===== src/rtl/uart_pkg.sv =====
// Shared UART definitions: rx state encoding, counter width and default bit period.
// Optional even parity is enabled by defining UART_RX_PARITY_EN.
package uart_pkg;

   localparam int CNT_W = 13;

   // 50 MHz / 28800 baud, shared with the transmitter
   localparam logic [CNT_W-1:0] CLKS_PER_BIT_DEF = 13'd1736;

   typedef enum logic [2:0] {
      IDLE,
      START,
      DATA,
      PARITY,
      STOP,
      DONE,
      BREAK
   } rx_state_t;

endpackage


===== src/rtl/uart_sync.sv =====
// Two-flop synchronizer for an asynchronous input; resets to 1 (idle line level).
module uart_sync (
   input  logic clk,
   input  logic rst_n,
   input  logic d,
   output logic q
);

   logic meta;

   always_ff @(posedge clk or negedge rst_n) begin
      if (!rst_n) begin
         meta <= 1'b1;
         q    <= 1'b1;
      end else begin
         meta <= d;
         q    <= meta;
      end
   end

endmodule


===== src/rtl/uart_receiver.sv =====
// UART RX: 8N1 frames sampled at mid-bit, byte delivered as a one-cycle valid pulse.
// Even parity between D7 and stop is added when UART_RX_PARITY_EN is defined.
//
//   state  | meaning
//   IDLE   | line idle, waiting for falling edge
//   START  | half-bit wait, confirm start bit at its centre
//   DATA   | sample 8 data bits, LSB first
//   PARITY | sample even-parity bit (UART_RX_PARITY_EN only)
//   STOP   | sample stop bit
//   DONE   | one cycle: deliver byte or flag parity error
//   BREAK  | stop bit was low; wait for line to return high
module uart_receiver
   import uart_pkg::*;
#(
   parameter logic [CNT_W-1:0] CLKS_PER_BIT = CLKS_PER_BIT_DEF
) (
   input  logic       clk,
   input  logic       rst_n,
   input  logic       rx_i,
   output logic [7:0] data_o,
   output logic       valid_o,
   output logic       busy_o,
   output logic       frame_err_o,
   output logic       parity_err_o
);

   localparam logic [CNT_W-1:0] HALF_BIT = CLKS_PER_BIT >> 1;

   rx_state_t        state, state_nxt;
   logic             rx_s;
   logic [CNT_W-1:0] baud_cnt;
   logic [CNT_W-1:0] baud_lim;
   logic             at_lim;
   logic             counting;
   logic [2:0]       bit_cnt;
   logic [7:0]       shift_reg;
   logic             perr;

   uart_sync u_sync (
      .clk   (clk),
      .rst_n (rst_n),
      .d     (rx_i),
      .q     (rx_s)
   );

   assign baud_lim = (state == START) ? HALF_BIT - CNT_W'(1) : CLKS_PER_BIT - CNT_W'(1);
   assign at_lim   = (baud_cnt == baud_lim);
   assign counting = (state == START) || (state == DATA) || (state == PARITY) || (state == STOP);
   assign busy_o   = (state != IDLE);

   always_ff @(posedge clk or negedge rst_n) begin
      if (!rst_n) state <= IDLE;
      else        state <= state_nxt;
   end

   always_comb begin
      state_nxt = state;
      case (state)
         IDLE:   if (!rx_s) state_nxt = START;
         START:  if (at_lim) state_nxt = rx_s ? IDLE : DATA;
         DATA: begin
            if (at_lim && bit_cnt == 3'd7) begin
`ifdef UART_RX_PARITY_EN
               state_nxt = PARITY;
`else
               state_nxt = STOP;
`endif
            end
         end
         PARITY: if (at_lim) state_nxt = STOP;
         STOP:   if (at_lim) state_nxt = rx_s ? DONE : BREAK;
         DONE:   state_nxt = IDLE;
         BREAK:  if (rx_s) state_nxt = IDLE;
         default: state_nxt = IDLE;
      endcase
   end

   always_ff @(posedge clk or negedge rst_n) begin
      if (!rst_n) begin
         baud_cnt    <= '0;
         bit_cnt     <= '0;
         shift_reg   <= '0;
         data_o      <= '0;
         valid_o     <= 1'b0;
         frame_err_o <= 1'b0;
      end else begin
         valid_o     <= 1'b0;
         frame_err_o <= 1'b0;

         // counter restarts on every state change so each phase measures from its own entry
         if (!counting || at_lim || state_nxt != state) baud_cnt <= '0;
         else                                           baud_cnt <= baud_cnt + CNT_W'(1);

         case (state)
            START: bit_cnt <= '0;
            DATA: begin
               if (at_lim) begin
                  shift_reg[bit_cnt] <= rx_s;
                  bit_cnt            <= bit_cnt + 3'd1;
               end
            end
            STOP: if (at_lim && !rx_s) frame_err_o <= 1'b1;
            DONE: begin
               if (!perr) begin
                  data_o  <= shift_reg;
                  valid_o <= 1'b1;
               end
            end
            default: ;
         endcase
      end
   end

`ifdef UART_RX_PARITY_EN
   logic parity_bit;
   logic parity_err_q;

   assign perr         = ^shift_reg ^ parity_bit;
   assign parity_err_o = parity_err_q;

   always_ff @(posedge clk or negedge rst_n) begin
      if (!rst_n) begin
         parity_bit   <= 1'b0;
         parity_err_q <= 1'b0;
      end else begin
         parity_err_q <= (state == DONE) && perr;
         if (state == PARITY && at_lim) parity_bit <= rx_s;
      end
   end
`else
   assign perr         = 1'b0;
   assign parity_err_o = 1'b0;
`endif

endmodule


===== config.mk =====
export PLATFORM = sky130hd
export DESIGN_NAME = uart_receiver
export DESIGN_NICKNAME = d
export VERILOG_FILES = /design/src/rtl/uart_pkg.sv /design/src/rtl/uart_sync.sv /design/src/rtl/uart_receiver.sv
export SDC_FILE = /design/constraint.sdc
export NUM_CORES = 1
export LEC_CHECK = 0
export BUFFER_PORTS_ARGS = -buffer_cell sky130_fd_sc_hd__buf_4
export CAP_MARGIN = 20
export CORE_UTILIZATION = 44
export DETAILED_ROUTE_END_ITERATION = 8
export GPL_TIMING_DRIVEN = 1
export PLACE_DENSITY = 0.72
export SYNTH_ARGS = -nofsm -noshare
export SYNTH_HDL_FRONTEND = slang
export SYNTH_SLANG_ARGS = --single-unit
export TNS_END_PERCENT = 30

===== constraint.sdc =====
create_clock -name clk -period 1.97 [get_ports clk]
set_input_delay 0.0985 -clock clk [delete_from_list [all_inputs] [get_ports clk]]
set_output_delay 0.0985 -clock clk [all_outputs]
set_load 0.02 [all_outputs]

==> impl_metrics.env, run 1 <==
export IMPL_synth_edf_count=0
export IMPL_dp_hpwl_mm=2.323
export IMPL_overflow=0
export IMPL_fmax_mhz=512.0
export IMPL_ant_nets=0
export IMPL_fin_area_um2=2364
export IMPL_arrival_ps=2130
export IMPL_synth_top_family_by_area="simple AND/OR/NAND/NOR gates"
export IMPL_synthMuxAreaShare=0.05195
export IMPL_grt_pass1_vias=1289
export IMPL_cts_clk_slew_worst_paths_ps=70
export IMPL_drive_gt1_frac=0.2785
export IMPL_rsz0062_at_grt="true"
export IMPL_tns_ps=0
export IMPL_cp_end_kind="register"
export IMPL_worstPathRequired_ps=2150
export IMPL_ir_drop_mv=0.3398
export IMPL_syn_nets=196
export IMPL_slew_limit_headroom=0.6569
export IMPL_cts_buffer_depth=2
export IMPL_cts_tree="done"
export IMPL_synth_adder_area_share=0.01948
export IMPL_crit_chain="ha_2, nand4bb_1, nor4_2, o21ai_1, buf_6, nor4b_4, mux2_4"
export IMPL_wl_met3_um=112
export IMPL_synth_distinct_cells=42
export IMPL_tightest_slew_ps=510.7
export IMPL_antenna_found_initial=0
export IMPL_netlist_top_cells_area="dfrtp_1, nand2_1, mux2_2"
export IMPL_synth_seq_area_share=0.5078
export IMPL_place_area_um2=2146
export IMPL_ys_warn_count=0
export IMPL_final_max_slew_viol_count=0
export IMPL_fillerInstances=352
export IMPL_async_flop_share=1.000
export IMPL_critPathLaunchType="register"
export IMPL_min_path_type="primary input to asynchronous set/reset pin"
export IMPL_numCtsBuffers=5
export IMPL_portBuffers=13
export IMPL_max_stage_delay_ps=360
export IMPL_finalHoldViolCount=0
export IMPL_synth_compound_area_frac=0.04805
export IMPL_powerDensity_nw_per_um2=600.4
export IMPL_synth_xor_area_share=0.05455
export IMPL_post_route_min_period_ps=1953
export IMPL_multi_input_area_um2=957.2
export IMPL_grt_pass1_wl_mm=5.996
export IMPL_synthSimpleGateAreaFrac=0.2805
export IMPL_viasPerCell=5.320
export IMPL_ys_flop_type="dfrtp_1"
export IMPL_worst_slack_ps=16.97
export IMPL_worstPathMaxFanout=7
export IMPL_drc=0
export IMPL_syn_mean_instance_area_um2=10.14
export IMPL_setup_viol=0
export IMPL_drtIter0Drc=74
export IMPL_regArea_um2=978.4
export IMPL_dr_wl_met2_mm=1.612
export IMPL_start_util=0.4682
export IMPL_nets=224
export IMPL_crit_type="register to register"
export IMPL_skew_ps=2.625
export IMPL_largest_reg_flops=13
export IMPL_wl_met1_mm=1.809
export IMPL_clockRootBuffer="clkbuf_8"
export IMPL_pre_cts_slack_ps=-21.86
export IMPL_leakage_nw=1.078
export IMPL_drt_wl_total_mm=3.604
export IMPL_clock_sinks=39
export IMPL_netlist_area_leader_share=0.4805
export IMPL_path_delay_family="simple AND/OR/NAND/NOR gates"
export IMPL_vias=1431
export IMPL_synth_top_area_cell="dfrtp_1"
export IMPL_clock_latency_ps=290
export IMPL_cap_violations=0
export IMPL_grt_total_usage=0.1802
export IMPL_n_antenna_cell=0
export IMPL_row_count=23
export IMPL_yosysMostFrequentCell="dfrtp_1"
export IMPL_drt_pass1_iter_count=4
export IMPL_die_width_um=68.18
export IMPL_ys_ff_latch=39
export IMPL_syn_cell_area_um2=1927
export IMPL_core_area_um2=4115
export IMPL_drt_wirelength_per_cell_um=13.40
export IMPL_worst_path_buf_inv=1
export IMPL_htreeDepth=2
export IMPL_syn_inst=190
export IMPL_area_growth_pct=22.66
export IMPL_status="finished clean"
export IMPL_grt_max_degree=40
export IMPL_fp_dieH_um=68.18
export IMPL_fin_crit_sh=0.9914
export IMPL_cpMaxStageDelayCell="dfrtp_1"
export IMPL_synth_top_cells_by_count="dfrtp_1, nand2_1, nor2_1"
export IMPL_dr_max_layer_used="met4"
export IMPL_die_area_um2=4648
export IMPL_ioPinCount=15
export IMPL_place_congestion=0.7673
==> layout make-up <==
cell class / instances / share of cell area
clock buffers: 8 / 0.04235
inverters: 2 / 0.003176
flip-flops and latches: 39 / 0.4140
multi-input cells: 137 / 0.4050
repair buffers: 33 / 0.1091
well taps: 50 / 0.02647
==> path summary, 6_finish.rpt <==
| kind | from | to | slack [ps] | cells past startpoint |
|---|---|---|---|---|
| worst max-delay path | baud_cnt[0] | shift_reg[3] | 20 | 7 |
| max in group asynchronous | rst_n | u_sync.q | 1310 | 2 |
| worst max register to register | baud_cnt[0] | shift_reg[3] | 20 | 7 |
| min in group clk | u_sync.meta | u_sync.q | 360 | 0 |
| worst min register to register | u_sync.meta | u_sync.q | 360 | 0 |
| worst min-delay path | rst_n | baud_cnt[12] | 310 | 2 |
==> per-stage QoR <==
step	hold WS, ps	utilization	cells	power, mW
floorplan	-197.1	-	190	0.8272
global placement	96.06	0.5214	257	0.8453
detailed placement	96.10	0.5214	257	0.8455
CTS	324.0	0.5558	267	1.438
global route	357.5	0.5743	269	1.475
finish	311.4	0.5743	269	1.419
==> layout by cell type, fill, tap and decap left out, types with 3 or more instances in the layout <==
master and n:
mux2_2 6, and3_1 4, nand2_1 34, nor3_1 5, buf_4 28, dfrtp_1 37, o211ai_1 3, nand3_1 7
nor2_1 16, clkbuf_8 7, xnor2_1 3, xor2_1 9, o21ai_0 6, nor4_2 3, nand3b_1 5, nand2b_1 4
==> cell families (layout without fill, tap and decap cells) <==
family          after synthesis  count (layout)
flops                        39              39
other cells                   1               1
xor+xnor                     12              12
fa+ha+maj                     3               3
buf+inv                      14              43
simple gates                 98              98
mux                           9               9
compound gates               14              14
==> report_power, final <==
group	switching, mW	internal [mW]
sequential	0.00395	0.804
combinational	0.0177	0.00635
clock	0.268	0.319
total	0.289	1.13
==> metal layers <==
metal	up-vias	global-route usage
met1	699	0.2481
met4	0	0.07813
met5	-	0
met2	16	0.2635
li1	710	-
met3	6	0.05000
==> timing repair <==
action	in CTS	in global routing
endpoints found under the setup margin	4	17
resized for setup	3	11
hold buffers	2	0
gates cloned	0	1
endpoints found under the hold margin	38	0
setup buffers	0	1
pin swaps	0	2
Power figures use the tool's default switching activity.
==> inputs of run 2 (changes only) <==
--- a/config.mk
+++ b/config.mk
@@ -5,7 +5,7 @@
 export SDC_FILE = /design/constraint.sdc
 export NUM_CORES = 1
 export LEC_CHECK = 0
-export BUFFER_PORTS_ARGS = -buffer_cell sky130_fd_sc_hd__buf_4
+export BUFFER_PORTS_ARGS = -buffer_cell sky130_fd_sc_hd__buf_2
 export CAP_MARGIN = 20
 export CORE_UTILIZATION = 44
 export DETAILED_ROUTE_END_ITERATION = 8
==> impl_metrics.env, run 2 (same netlist as run 1, synthesis figures left out) <==
export IMPL_reg2reg_slack_ps=-3
export IMPL_n_antenna_cell=0
export IMPL_cts_tree="done"
export IMPL_fmax_mhz=506.8
export IMPL_final_cell_mix="dfrtp_1, nand2_1, buf_4"
export IMPL_crit_type="register to register"
export IMPL_overflow=0
export IMPL_finalHoldViolCount=0
export IMPL_comb_power_share=0.016
export IMPL_cap_violations=0
export IMPL_r2r_start="baud_cnt[5]"
export IMPL_switching_share=0.2011
export IMPL_pre_cts_slack_ps=1.011
export IMPL_fin_crit_sh=1.002
export IMPL_rsz0062_at_grt="true"
export IMPL_fp_dieH_um=68.18
export IMPL_powerDensity_nw_per_um2=607.1
export IMPL_arrival_ps=2150
export IMPL_critPathLaunchType="register"
export IMPL_ant_nets=0
export IMPL_p_clk_frac=0.412
export IMPL_worst_r2r_endpoint="shift_reg[3]"
export IMPL_vias=1438
export IMPL_place_area_um2=2113
export IMPL_place_congestion=0.7979
export IMPL_final_max_slew_viol_count=0
export IMPL_area_growth_pct=20.78
export IMPL_tightest_slew_ps=853.0
export IMPL_portBuffers=13
export IMPL_drt_pass1_iter_count=4
export IMPL_fin_area_um2=2327
export IMPL_met1_usage=0.2527
export IMPL_slew_limit_headroom=0.4313
export IMPL_leakage_nw=1.102
export IMPL_viasPerCell=5.306
export IMPL_min_from="u_sync.meta"
export IMPL_r2r_cells=6
export IMPL_htreeDepth=2
export IMPL_grt_pass1_wl_mm=5.851
export IMPL_clock_sinks=39
export IMPL_p_sw_uw=284.1
export IMPL_seqPwrFrac=0.572
export IMPL_worst_slack_ps=-3.313
export IMPL_numCtsBuffers=5
export IMPL_drt_wl_total_mm=3.694
export IMPL_antenna_found_initial=0
export IMPL_setup_viol=1
export IMPL_worstPathMaxFanout=7
export IMPL_grt_max_degree=40
export IMPL_grt_total_usage=0.1751
export IMPL_nets=226
export IMPL_drt_wirelength_per_cell_um=13.63
export IMPL_p_int_mw=1.129
export IMPL_use_met2=0.2439
export IMPL_ioPinCount=15
export IMPL_drive_gt1_frac=0.2896
export IMPL_worstPathRequired_ps=2140
export IMPL_layout_commonest_cell="dfrtp_1"
export IMPL_drc=0
export IMPL_grt_most_used_layer="met1"
export IMPL_ir_drop_mv=0.5256
export IMPL_die_area_um2=4648
export IMPL_skew_ps=4.967
export IMPL_min_to="u_sync.q"
export IMPL_start_util=0.4682
export IMPL_clockRootBuffer="clkbuf_8"
export IMPL_met3_usage=0.04500
export IMPL_grt_pass1_vias=1243
export IMPL_clock_latency_ps=290
export IMPL_violations="negative setup slack"
export IMPL_whs_path_depth=0
export IMPL_largest_reg_flops=13
export IMPL_cp_end_kind="register"
export IMPL_row_count=23
export IMPL_holdWs_ps=355.2
export IMPL_status="complete, but fails checks"
export IMPL_min_path_type="register to register"
export IMPL_drtIter0Drc=70
export IMPL_dp_hpwl_mm=2.341
export IMPL_die_width_um=68.18
export IMPL_cts_buffer_depth=2
export IMPL_post_route_min_period_ps=1973
export IMPL_core_area_um2=4115
export IMPL_cts_clk_slew_worst_paths_ps=70
==> run 2: critical path: stages, from the launching register on <==
cell	delay [ps]
dfrtp_1	380
or3b_4	430
nor3_4	190
o21ai_2	90
buf_6	160
nor4b_2	250
mux2_2	360
==> run 2: what timing repair did <==
action / 4_1_cts / 5_1_grt
setup buffers: 0 / 3
endpoints found under the setup margin: 2 / 17
hold buffers: 2 / 0
gates resized for setup: 2 / 11
gates cloned: 0 / 1
endpoints found under the hold margin: 38 / 0
==> run 2: power groups by stage <==
stage	clock [mW]	combinational, mW	sequential, mW
after floorplan	0	0.00673	0.820
after global placement	0	0.0211	0.823
after detailed placement	0	0.0211	0.823
after CTS	0.605	0.0241	0.808
after global routing	0.633	0.0267	0.808
final	0.582	0.0228	0.808
==> run 2: layout make-up <==
class / count / area (um^2)
fill: 370 / 1788
sequential: 39 / 978.4
multi-input combinational: 137 / 942.2
timing repair buffer: 35 / 236.5
clock buffer: 8 / 100.1
tap: 50 / 62.56
inverter: 2 / 7.507
==> run 2: worst max path at each step <==
stage	end	slack, ps	cells past startpoint	from
5_1_grt	shift_reg[3]	-50	6	baud_cnt[5]
3_3_place_gp	shift_reg[5]	50	6	baud_cnt[5]
3_5_place_dp	shift_reg[1]	1	6	baud_cnt[5]
6_report	shift_reg[3]	-3	6	baud_cnt[5]
4_1_cts	shift_reg[2]	3	6	baud_cnt[5]
2_1_floorplan	shift_reg[3]	80	7	baud_cnt[0]
==> run 2: per-layer routing <==
layer  share of wire  routed length [um]  vias up
met4           0.019                  72        0
met5               0                   0        -
met2            0.44                1637       17
met1            0.51                1879      704
li1                -                   -      713
met3           0.028                 104        4
==> run 2: through the flow <==
step	std cells	setup TNS (ps)	power [mW]	util
2_1_floorplan	190	0	0.8272	-
3_3_place_gp	257	0	0.8443	0.5135
3_5_place_dp	257	0	0.8444	0.5135
4_1_cts	267	0	1.437	0.5458
5_1_grt	271	-319.1	1.468	0.5655
6_report	271	-3.313	1.413	0.5655
